`config.mk`:
```
export PLATFORM = sky130hd
export DESIGN_NAME = uart_tx
export DESIGN_NICKNAME = d
export VERILOG_FILES = /design/src/rtl/uart_pkg.sv /design/src/rtl/uart_bit_timer.sv /design/src/rtl/uart_tx.sv
export SDC_FILE = /design/constraint.sdc
export NUM_CORES = 1
export LEC_CHECK = 0
export ABC_AREA = 0
export BUFFER_PORTS_ARGS = -buffer_cell sky130_fd_sc_hd__buf_2
export CORE_MARGIN = 5
export CORE_UTILIZATION = 31
export DETAILED_ROUTE_END_ITERATION = 7
export PLACE_DENSITY_LB_ADDON = 0.05
export SLEW_MARGIN = 20
export SYNTH_ARGS = -nofsm -noshare
export SYNTH_HDL_FRONTEND = slang
export SYNTH_SLANG_ARGS = --single-unit
```
`constraint.sdc`:
```
create_clock -name clk -period 5.7 [get_ports clk]
set_clock_uncertainty 0.15 [all_clocks]
set_input_delay 0.57 -clock clk [delete_from_list [all_inputs] [get_ports clk]]
set_output_delay 0.57 -clock clk [all_outputs]
set_load 0.01 [all_outputs]
```
`src/rtl/uart_pkg.sv`:
```
// ============================================================================
// Module   : uart_pkg
// Purpose  : Shared state encoding, parity modes and parity helper for the
//            UART transmitter and receiver.
// Revision : 1.0 - initial release
// ============================================================================
`default_nettype none

package uart_pkg;

    typedef enum logic [2:0] {
        ST_IDLE   = 3'd0,
        ST_START  = 3'd1,
        ST_DATA   = 3'd2,
        ST_PARITY = 3'd3,
        ST_STOP   = 3'd4
    } uart_state_t;

    localparam int PARITY_NONE = 0;
    localparam int PARITY_ODD  = 1;
    localparam int PARITY_EVEN = 2;

    // Odd mode makes the total count of ones odd, even mode makes it even.
    function automatic logic parity_bit(input logic [7:0] b, input int mode);
        if (mode == PARITY_ODD) begin
            return ~^b;
        end
        return ^b;
    endfunction

endpackage

`default_nettype wire

```
`src/rtl/uart_bit_timer.sv`:
```
// ============================================================================
// Module   : uart_bit_timer
// Purpose  : Free-running bit-period counter; pulses bit_done on the last
//            cycle of each bit period and holds at zero while run is low.
// Revision : 1.0 - initial release
// ============================================================================
`default_nettype none

module uart_bit_timer #(
    parameter int CLK_PER_BIT = 100
) (
    input  logic clk,
    input  logic rst,
    input  logic run,
    output logic bit_done
);

    localparam int                c_cnt_w = $clog2(CLK_PER_BIT);
    localparam logic [c_cnt_w-1:0] c_last = c_cnt_w'(CLK_PER_BIT - 1);

    logic [c_cnt_w-1:0] r_count;
    logic               w_wrap;

    assign w_wrap   = (r_count == c_last);
    assign bit_done = run && w_wrap;

    always_ff @(posedge clk) begin
        if (rst || !run) begin
            r_count <= '0;
        end else if (w_wrap) begin
            r_count <= '0;
        end else begin
            r_count <= r_count + 1'b1;
        end
    end

endmodule

`default_nettype wire

```
`src/rtl/uart_tx.sv`:
```
// ============================================================================
// Module   : uart_tx
// Purpose  : 8-bit UART transmitter with busy/new_data handshake, optional
//            parity, one or two stop bits and host flow control via block.
// Revision : 1.0 - initial release
// ============================================================================
`default_nettype none

module uart_tx
    import uart_pkg::*;
#(
    parameter int CLK_PER_BIT = 100,
    parameter int PARITY      = 0,
    parameter int STOP_BITS   = 1
) (
    input  logic       clk,
    input  logic       rst,
    output logic       tx,
    input  logic       block,
    output logic       busy,
    input  logic [7:0] data,
    input  logic       new_data
);

    generate
        if (CLK_PER_BIT < 2 || PARITY < 0 || PARITY > 2 ||
            (STOP_BITS != 1 && STOP_BITS != 2)) begin : g_param_check
            $error("uart_tx: illegal parameter combination");
        end
    endgenerate

    localparam logic c_last_stop = 1'(STOP_BITS - 1);

    uart_state_t r_state;
    uart_state_t w_state_next;
    logic [7:0]  r_data;
    logic [2:0]  r_bit_idx;
    logic [2:0]  w_bit_idx_next;
    logic        r_stop_idx;
    logic        w_stop_idx_next;
    logic        r_tx;
    logic        r_busy;
    logic        w_tx_next;
    logic        w_busy_next;
    logic        w_accept;
    logic        w_bit_done;
    logic        w_timer_run;
    logic        w_parity;

    assign tx          = r_tx;
    assign busy        = r_busy;
    assign w_accept    = (r_state == ST_IDLE) && !r_busy && new_data;
    assign w_timer_run = (r_state != ST_IDLE);
    assign w_parity    = parity_bit(r_data, PARITY);

    uart_bit_timer #(
        .CLK_PER_BIT (CLK_PER_BIT)
    ) u_bit_timer (
        .clk      (clk),
        .rst      (rst),
        .run      (w_timer_run),
        .bit_done (w_bit_done)
    );

    always_comb begin
        w_state_next    = r_state;
        w_bit_idx_next  = r_bit_idx;
        w_stop_idx_next = r_stop_idx;
        w_tx_next       = 1'b1;

        case (r_state)
            ST_IDLE: begin
                if (w_accept) begin
                    w_state_next    = ST_START;
                    w_bit_idx_next  = 3'd0;
                    w_stop_idx_next = 1'b0;
                end
            end
            ST_START: begin
                if (w_bit_done) begin
                    w_state_next = ST_DATA;
                end
            end
            ST_DATA: begin
                if (w_bit_done) begin
                    if (r_bit_idx == 3'd7) begin
                        w_state_next    = (PARITY != PARITY_NONE) ? ST_PARITY : ST_STOP;
                        w_stop_idx_next = 1'b0;
                    end else begin
                        w_bit_idx_next = r_bit_idx + 3'd1;
                    end
                end
            end
            ST_PARITY: begin
                if (w_bit_done) begin
                    w_state_next    = ST_STOP;
                    w_stop_idx_next = 1'b0;
                end
            end
            ST_STOP: begin
                if (w_bit_done) begin
                    if (r_stop_idx == c_last_stop) begin
                        w_state_next = ST_IDLE;
                    end else begin
                        w_stop_idx_next = r_stop_idx + 1'b1;
                    end
                end
            end
            default: begin
                w_state_next = ST_IDLE;
            end
        endcase

        // Line level is derived from the upcoming state so tx is a clean flop.
        case (w_state_next)
            ST_START:  w_tx_next = 1'b0;
            ST_DATA:   w_tx_next = r_data[w_bit_idx_next];
            ST_PARITY: w_tx_next = w_parity;
            default:   w_tx_next = 1'b1;
        endcase
    end

    assign w_busy_next = (w_state_next != ST_IDLE) || block;

    always_ff @(posedge clk) begin
        if (rst) begin
            r_state    <= ST_IDLE;
            r_bit_idx  <= 3'd0;
            r_stop_idx <= 1'b0;
            r_tx       <= 1'b1;
            r_busy     <= 1'b0;
        end else begin
            r_state    <= w_state_next;
            r_bit_idx  <= w_bit_idx_next;
            r_stop_idx <= w_stop_idx_next;
            r_tx       <= w_tx_next;
            r_busy     <= w_busy_next;
        end
    end

    always_ff @(posedge clk) begin
        if (w_accept) begin
            r_data <= data;
        end
    end

endmodule

`default_nettype wire
```
==> Word level (Yosys, flattened, before mapping) <==
Index checks and enable logic that the tools add are counted.
{ "totals": {"output_inout_bits": 2, "regBits": 24, "wordCells": 61, "input_bits": 12} }
{ "op_classes": {"muxes": 22, "n_reduce_logical": 14, "add_sub_neg": 3, "n_lt_le_gt_ge": 1, "eq_ne": 14} }
{ "op_table": {"columns": ["op", "n"], "rows": [
  ["$mux 3", 10],
  ["$pmux 3 s5", 1],
  ["$eq 3x2->1 const B", 4],
  ["$reduce_xor 8->1", 1],
  ["$add 7x1->7 const B", 1],
  ["$eq 7x7->1 const B", 1],
  ["$mux 1", 7],
  ["$eq 3x1->1 const B", 2],
  ["$eq 3x3->1 const B", 2],
  ["$ne 2x1->1 const B", 3],
  ["$pmux 3 s2", 1],
  ["$reduce_and 6->1", 1],
  ["$reduce_bool 3->1", 2],
  ["$lt 3x4->1 const B", 1],
  ["$ne 2x2->1 const B", 2],
  ["$pmux 1 s4", 1],
  ["$reduce_bool 4->1", 1],
  ["$add 3x1->3 const B", 1],
  ["$bmux 1 s3", 1],
  ["$logic_and 1x1->1", 3],
  ["$logic_not 3->1", 1],
  ["$pmux 1 s3", 1],
  ["$logic_not 1->1", 2],
  ["$logic_or 1x1->1", 2],
  ["other kinds (2)", 2]
]} }

==> Longest topological paths before layout <==
Gate-level depths: netlist of the first run.
{ "depth": {"depth_word": 8, "depth_mapped": 7} }

==> By module <==
Synthesis of the first run repeated with hierarchy kept, for this count alone.
{ "hier_totals": {"hier_cells": 114, "hier_area_um2": 1129.8} }
{ "by_module_without_submodules": {"columns": ["module", "area_each_um2", "seq_area_each_um2", "cells_per_inst", "n_inst"], "rows": [
  ["uart_tx", 809.5, 400.4, 79, 1],
  ["uart_bit_timer", 320.3, 140.1, 35, 1]
]} }

==> Worst setup path after synthesis of the first run <==
OpenSTA, ideal clock, no wires.
{ "synth_timing": {"path_kind": "register to register", "start": "reg u_bit_timer.r_count[3]", "end": "reg r_tx (netlist: tx)", "arrival_ns": 2.217, "path_stages_with_launch": 7, "setup_ns": 0.087, "slack_ns": 3.246, "n_path_buf": 0, "synth_period_minus_slack_ns": 2.454, "required_time_ns": 5.463, "cell_sequence": "dfxtp_1 -> or4b_4 -> nor4b_4 -> mux2i_1 -> and2b_1 -> a32o_1 -> o31ai_1"} }
{ "synth_via": {"elab_chain_len": 7, "word_cells_on_any_way": 15, "classes_between": "eq/ne (4); mux (10); reduce/logical (1)"} }
{ "synth_lines": {"columns": ["element", "line", "source"], "rows": [
  ["start: declaration", "uart_bit_timer.sv:21", "logic [c_cnt_w-1:0] r_count;"],
  ["start signal: assignment", "uart_bit_timer.sv:33", "r_count <= r_count + 1'b1;"],
  ["$eq 7x7->1 *", "uart_bit_timer.sv:24", "assign w_wrap = (r_count == c_last);"],
  ["$logic_and 1x1->1 *", "uart_bit_timer.sv:25", "assign bit_done = run && w_wrap;"],
  ["$mux 3", "uart_tx.sv:85", "if (w_bit_done) begin"],
  ["$pmux 3 s2", "uart_tx.sv:71", "case (r_state)"],
  ["$bmux 1 s3", "uart_tx.sv:117", "ST_DATA: w_tx_next = r_data[w_bit_idx_next];"],
  ["$mux 1 (not written as such)", "uart_tx.sv:117", null],
  ["$pmux 1 s3 *", "uart_tx.sv:115", "case (w_state_next)"],
  ["end signal: assignment", "uart_tx.sv:136", "r_tx <= w_tx_next;"],
  ["end: declaration", "uart_tx.sv:41", "logic r_tx;"]
]} }
Every way passes the cells marked *; elsewhere a longest branch is shown, timed or not. The select of a mux whose other input is x is not followed.
A chain may end at the register's enable or synchronous reset.

==> Worst setup path after layout of the first run <==
Same ends and word-level chain as after synthesis.

==> qor.csv, run 1 <==
metric;value;unit
TritonCTS clock tree;built;
vias;732;
flops & latches, synth;23;
PortBufs;13;
# diodes;0;
P_leak;0.4467;nW
CP required;5.77;ns
final worst setup slack;3.003;ns
Synth async-reset ratio;0;
placer congestion estimate;0.7852;
Top FF cell, synth;dfxtp_1;
# rows;21;
Peak VDD IR;0.1191;mV
synthesis warning total;0;
DRC Markers;0;
Worst EP arrival;2.76;ns
Max Cap Viol;0;
Clock Sinks;23;
H-Tree Depth;1;
sequential area share after synthesis;0.4966;
GRT Overall Usage;0.08253;
cts repair resizes;0;
hpwl dp;1441;microns
drt wl/cell;11.19;microns
worst slew pin tran;0.4835;ns
Starting Density;0.3237;
Filler cells;361;
Mapped Area;0.001089;sq mm
max-slew violations;0;
critical-path maximum fanout;6;
Unique masters post-synth;32;
Area Growth Syn to Fin;13.68;%
Post-Place Worst Slack;3.010;ns
DR vias/cell;4.410;
endpoints failing hold;0;
synth cell count leaders;dfxtp_1, nor2_1, xnor2_1;
Die Wd;69.26;microns
total routed wirelength;1858;microns
Synth area leader;dfxtp_1;
GR Overflow Total;0;
status;complete, no violations;
Clk Latency, worst-skew pair;0.30;ns
WS Path Type;reg2reg;
cell count after synthesis;103;
Mean Syn Cell Area;10.57;sq um
reg2reg setup slack;3.00;ns
Power Dens Cells;230.2;mW/mm^2
area of the die;0.004796;sq mm
initial drt markers;45;
Chip Height;69.26;microns
first-pass GRT wire length;3132;microns
HP Class;in2reg;
Mapped Nets;117;
Final ANT Viol Nets;0;
Post-synth EDFFs;8;
initial antenna violation count;0;
IO Pins;14;
count leader, synth;dfxtp_1;
vias in the first global route;721;
startpoint types;flip-flop;
Tmin final;2.697;ns
fin crit share;0.4732;
Finished Cell Area;0.001237;sq mm
hold_buf cts;0;
RSZ-0062 raised after global routing;false;
fmax;370.8;MHz
relative slew slack;0.6684;
grt met1 use;0.1006;
core area;0.003363;sq mm
Layout Nets;135;
Placed Area;0.001211;sq mm
total CTS buffers;3;
Clock Path Buffers;2;
global routing's busiest layer;met2;
detailed-router iteration count before antenna repair;4;
met3 Track Usage GR;0.02464;
CTS Root Cell;clkbuf_4;
final setup fails;0;
proportion of layout cells with a drive suffix above 1;0.1833;
pin count of the biggest net entering global routing;13;
Sum Neg Setup Slack;0;ns
post-synth top area share;0.2759;
postcts setup bufs;0;
CTS clock-pin slew for the worst setup and hold paths;0.12;ns
CP Capture Type;flip-flop;
Global Route met2 Usage;0.1292;
ranking of synthesized cells by area;dfxtp_1, edfxtp_1, xnor2_1;
report_power, final:
part | total, mW | internal, mW | switching [mW]
combinational | 0.0319 | 0.0158 | 0.0161
sequential | 0.181 | 0.177 | 0.00399
clock | 0.0722 | 0.0273 | 0.0449
total | 0.285 | 0.220 | 0.0650
placed cells by master (no fill, tap or decap), drive strengths merged, types with 2 or more instances in the layout:
cell and instances:
nand3 3, o31ai 3, ha 2, buf 13, inv 6, nor2b 4, nand2 2, o21ai 6
dfxtp 15, mux2i 5, a21oi 2, nor2 14, xor2 3, or2 2, nor4b 2, edfxtp 8
a31oi 2, xnor2 9, clkbuf 4, nand2b 3, and3 2
path summary, 6_finish.rpt:
kind | depth (start not counted) | to | from
max | 6 | tx$_SDFF_PP1_ | u_bit_timer.r_count[3]$_SDFF_PP0_
min | 1 | r_data[0]$_DFFE_PP_ | data[0]
max reg2reg | 6 | tx$_SDFF_PP1_ | u_bit_timer.r_count[3]$_SDFF_PP0_
min reg2reg | 1 | u_bit_timer.r_count[0]$_SDFF_PP0_ | u_bit_timer.r_count[0]$_SDFF_PP0_
per-layer routing:
layer / up-vias / share of wire
met1: 322 / 0.51
met5: - / 0
li1: 397 / -
met2: 11 / 0.44
met3: 2 / 0.043
met4: 0 / 0.011
sequential cells by signal, indices dropped and copies added, names as in the netlist:
register             count
u_bit_timer.r_count      7
busy                     1
r_data                   8
tx                       1
r_state                  3
r_bit_idx                3
stage by stage:
stage,power (mW),cells,hold WS [ns],utilization
after floorplan,0.2061,103,0.2797,-
after global placement,0.2182,162,0.3058,0.3601
after detailed placement,0.2174,162,0.3077,0.3601
after CTS,0.2938,166,0.2693,0.3679
after global routing,0.3037,166,0.2549,0.3679
final,0.2849,166,0.2886,0.3679
final cells by class:
type	count	area (sq um)	share of cell area
flip-flops and latches	23	540.5	0.4368
multi-input cells	74	525.5	0.4247
repair buffers	13	65.06	0.05258
well taps	46	57.56	0.04651
clock buffers	4	26.28	0.02123
inverters	6	22.52	0.01820
logic make-up after synthesis:
kind of cell / after synthesis / share of synthesized area
fa+ha+maj: 2 / 0.02298
simple gates: 39 / 0.2115
flops: 23 / 0.4966
xor+xnor: 12 / 0.09656
compound gates: 15 / 0.09194
buf+inv: 6 / 0.02069
mux: 6 / 0.05977
worst max-delay path: stages (launching register included):
cell	delay, ns
dfxtp_1	0.37
or4b_4	0.60
nor4b_4	0.34
mux2i_1	0.48
and2b_1	0.24
a32o_1	0.21
o31ai_1	0.24
(Power assumes the default switching activity.)
==> run 2, diff against run 1 <==
--- a/config.mk
+++ b/config.mk
@@ -5,7 +5,7 @@
 export SDC_FILE = /design/constraint.sdc
 export NUM_CORES = 1
 export LEC_CHECK = 0
-export ABC_AREA = 0
+export ABC_AREA = 1
 export BUFFER_PORTS_ARGS = -buffer_cell sky130_fd_sc_hd__buf_2
 export CORE_MARGIN = 5
 export CORE_UTILIZATION = 31
==> constraint.sdc (replaced) <==
create_clock -name clk -period 2.18 [get_ports clk]
set_clock_uncertainty 0.15 [all_clocks]
set_input_delay 0.218 -clock clk [delete_from_list [all_inputs] [get_ports clk]]
set_output_delay 0.218 -clock clk [all_outputs]
set_load 0.01 [all_outputs]
==> run 2 against run 1 <==
Power rose to 3.0 times the previous value; combinational power grew to 3.3 times the previous value; maximum frequency is 53% higher; utilization increased by 1.5 points; synthesized cell count rose by 46%; synthesized area rose by 15%; worst hold slack got worse by 0.21 ns; cell count up 36%; largest power group unchanged; highest routed layer unchanged.
==> qor.csv, run 2 <==
metric;value;unit;change
Area Growth Syn to Fin;21.04;%;
Clk Latency, worst-skew pair;0.27;ns;-0.03 ns
Top FF cell, synth;dfxtp_1;;
first-pass GRT wire length;4209;microns;+34%
final setup fails;0;;unchanged
Filler cells;410;;+14%
P_leak;0.6102;nW;+37%
RSZ-0062 raised after global routing;false;;
Post-Place Worst Slack;0.4177;ns;-2.592 ns
total routed wirelength;2434;microns;+31%
CP Capture Type;flip-flop;;
CP Buf/Inv Count;0;;unchanged
status;complete, no violations;;
Mapped Nets;164;;+40%
flops & latches, synth;23;;unchanged
hpwl dp;1902;microns;+32%
cell mode on critical path;nand2_1;;
post-synth top area share;0.2393;;-0.03658
relative slew slack;0.7233;;+0.05493
grt met1 use;0.1264;;+0.02575
DRC Markers;0;;unchanged
PortBufs;13;;unchanged
max-slew violations;0;;unchanged
Placed Area;0.001390;sq mm;+15%
Power Dens Cells;562.4;mW/mm^2;+140%
TritonCTS clock tree;built;;
total CTS buffers;3;;unchanged
initial antenna violation count;0;;unchanged
cell count after synthesis;150;;+46%
Layout Nets;191;;+41%
DR vias/cell;4.473;;+1.4%
CP required;2.19;ns;-3.58 ns
Peak VDD IR;0.2451;mV;+110%
pin count of the biggest net entering global routing;15;;+2
Comb pwr share;0.123;;+0.011
global routing's busiest layer;met2;;
count leader, synth;nand2_1;;
Max Cap Viol;0;;unchanged
Sw Pwr;0.2121;mW;+230%
critical-path maximum fanout;9;;+3
detailed-router iteration count before antenna repair;4;;unchanged
CP peak stage delay;0.36;ns;-0.24 ns
Unique masters post-synth;24;;-25%
# diodes;0;;unchanged
Synth async-reset ratio;0;;unchanged
commonest non-fill, non-tap cell in the layout;nand2_1;;
IO Pins;14;;unchanged
Die Wd;73.63;microns;+6.3%
fmax;568.3;MHz;+53%
placer congestion estimate;0.7612;;-3.1%
vias;1011;;+38%
met3 Track Usage GR;0.02873;;+0.004090
register area;540.5;sq um;unchanged
Post-synth EDFFs;8;;unchanged
HP Class;in2reg;;
WS Path Type;reg2reg;;
most frequent cells in the layout;nand2_1, nand3_1, inv_1;;
synth cell count leaders;nand2_1, nand3_1, inv_1;;
top flop regs;r_data: 8 flops, u_bit_timer.r_count: 7 flops;;
max reg flops;8;;unchanged
Clock Sinks;23;;unchanged
Chip Height;73.63;microns;+6.3%
Critical Path Slowest Stage Cell;dfxtp_1;;
H-Tree Depth;1;;unchanged
Starting Density;0.3160;;-0.007656
Final ANT Viol Nets;0;;unchanged
RR Startpoint;u_bit_timer.r_count[0]$_SDFF_PP0_;;
synthesis warning total;0;;unchanged
startpoint types;flip-flop;;
Cell Int Power;0.6422;mW;+190%
register share of total power;0.554;;-0.081
CP delay by family, top;simple AND/OR/NAND/NOR gates;;
cts repair resizes;0;;unchanged
core area;0.003971;sq mm;+18%
GRT Overall Usage;0.1025;;+0.02002
Sw Share;0.2483;;+0.02004
Global Route met2 Usage;0.1703;;+0.04104
Mapped Area;0.001255;sq mm;+15%
Mean Syn Cell Area;8.366;sq um;-21%
CTS clock-pin slew for the worst setup and hold paths;0.09;ns;-0.03 ns
final worst setup slack;0.4204;ns;-2.583 ns
endpoints failing hold;0;;unchanged
drt wl/cell;10.77;microns;-3.8%
Hold Crit Start;rst;;
critical path startpoint;u_bit_timer.r_count[0]$_SDFF_PP0_;;
sequential area share after synthesis;0.4307;;-0.06584
ranking of synthesized cells by area;dfxtp_1, edfxtp_1, nand3_1;;
Finished Cell Area;0.001519;sq mm;+23%
Sum Neg Setup Slack;0;ns;unchanged
GR Overflow Total;0;;unchanged
CTS Root Cell;clkbuf_8;;
area of the die;0.005421;sq mm;+13%
fin crit share;0.8072;;+0.3340
Synth area leader;dfxtp_1;;
Clock Path Buffers;2;;unchanged
initial drt markers;45;;unchanged
Worst EP arrival;1.77;ns;-0.99 ns
worst slew pin tran;0.4136;ns;-0.06991 ns
# rows;23;;+9.5%
Biggest register;r_data;;
Multi-input gate area;639.4;sq um;+22%
proportion of layout cells with a drive suffix above 1;0.2159;;+0.03258
Tmin final;1.760;ns;-0.9374 ns
crit-path cells;ha_1 -> nand2_4 -> nor2_8 -> nand3_2 -> nand2_4 -> nand2_4 -> nand2_1 -> nand3_1 -> nand2_1 -> nand2_1 -> nand3_1 -> nand2_1;;
clock power share;0.324;;+0.071
vias in the first global route;956;;+33%
-- run 2: path summary, 6_finish.rpt --
path | to | slack [ns] | cells past startpoint
min reg2reg | u_bit_timer.r_count[0]$_SDFF_PP0_ | 0.30 | 1
max | tx$_SDFF_PP1_ | 0.42 | 12
min | r_bit_idx[0]$_SDFF_PP0_ | 0.07 | 2
max reg2reg | tx$_SDFF_PP1_ | 0.42 | 12
-- run 2: per-stage QoR --
step | power [mW] | cells | hold WS (ns) | utilization
2_1_floorplan | 0.5454 | 150 | 0.1371 | -
3_3_place_gp | 0.5802 | 214 | 0.2457 | 0.3500
3_5_place_dp | 0.5787 | 214 | 0.2461 | 0.3500
4_1_cts | 0.8756 | 226 | 0.07001 | 0.3825
5_1_grt | 0.9023 | 226 | 0.07424 | 0.3825
6_report | 0.8542 | 226 | 0.07408 | 0.3825
-- run 2: logic make-up after synthesis --
logic type | count (synthesis) | share of synthesized area
AO/OA/AOI/OAI | 10 | 0.04287
XOR/XNOR | 7 | 0.04885
adder cells (fa/ha/maj) | 2 | 0.01994
flip-flops | 23 | 0.4307
AND/OR/NAND/NOR | 88 | 0.3978
buffers and inverters | 20 | 0.05982
-- run 2: worst register-to-register path: cells and delay by family, from the launching register on --
kind                       cells  cell delay (ns)
DFF                            1             0.36
and+or+nand+nor               11             0.91
adders and majority gates      1             0.24
-- run 2: layout make-up --
type / count / share of cell area
repair buffers: 22 / 0.1005
flip-flops and latches: 23 / 0.3558
clock inverters: 1 / 0.004942
well taps: 50 / 0.04119
inverters: 20 / 0.04942
multi-input cells: 107 / 0.4209
clock buffers: 3 / 0.02718
-- run 2: routing by layer --
metal | up-vias | part of all wire
met5 | - | 0
met4 | 0 | 0.016
met3 | 4 | 0.034
met2 | 17 | 0.49
met1 | 440 | 0.46
li1 | 550 | -
-- run 2: repair_timing --
action	CTS	global route
hold buffers	8	0
endpoints found under the hold margin	8	0
buffers inserted	0	0
-- run 2: power groups by stage --
stage | registers (mW) | clock network (mW) | logic, mW
4_1_cts | 0.473 | 0.296 | 0.107
3_5_place_dp | 0.483 | 0 | 0.0955
3_3_place_gp | 0.483 | 0 | 0.0970
5_1_grt | 0.475 | 0.310 | 0.117
2_1_floorplan | 0.483 | 0 | 0.0621
6_report | 0.473 | 0.276 | 0.105
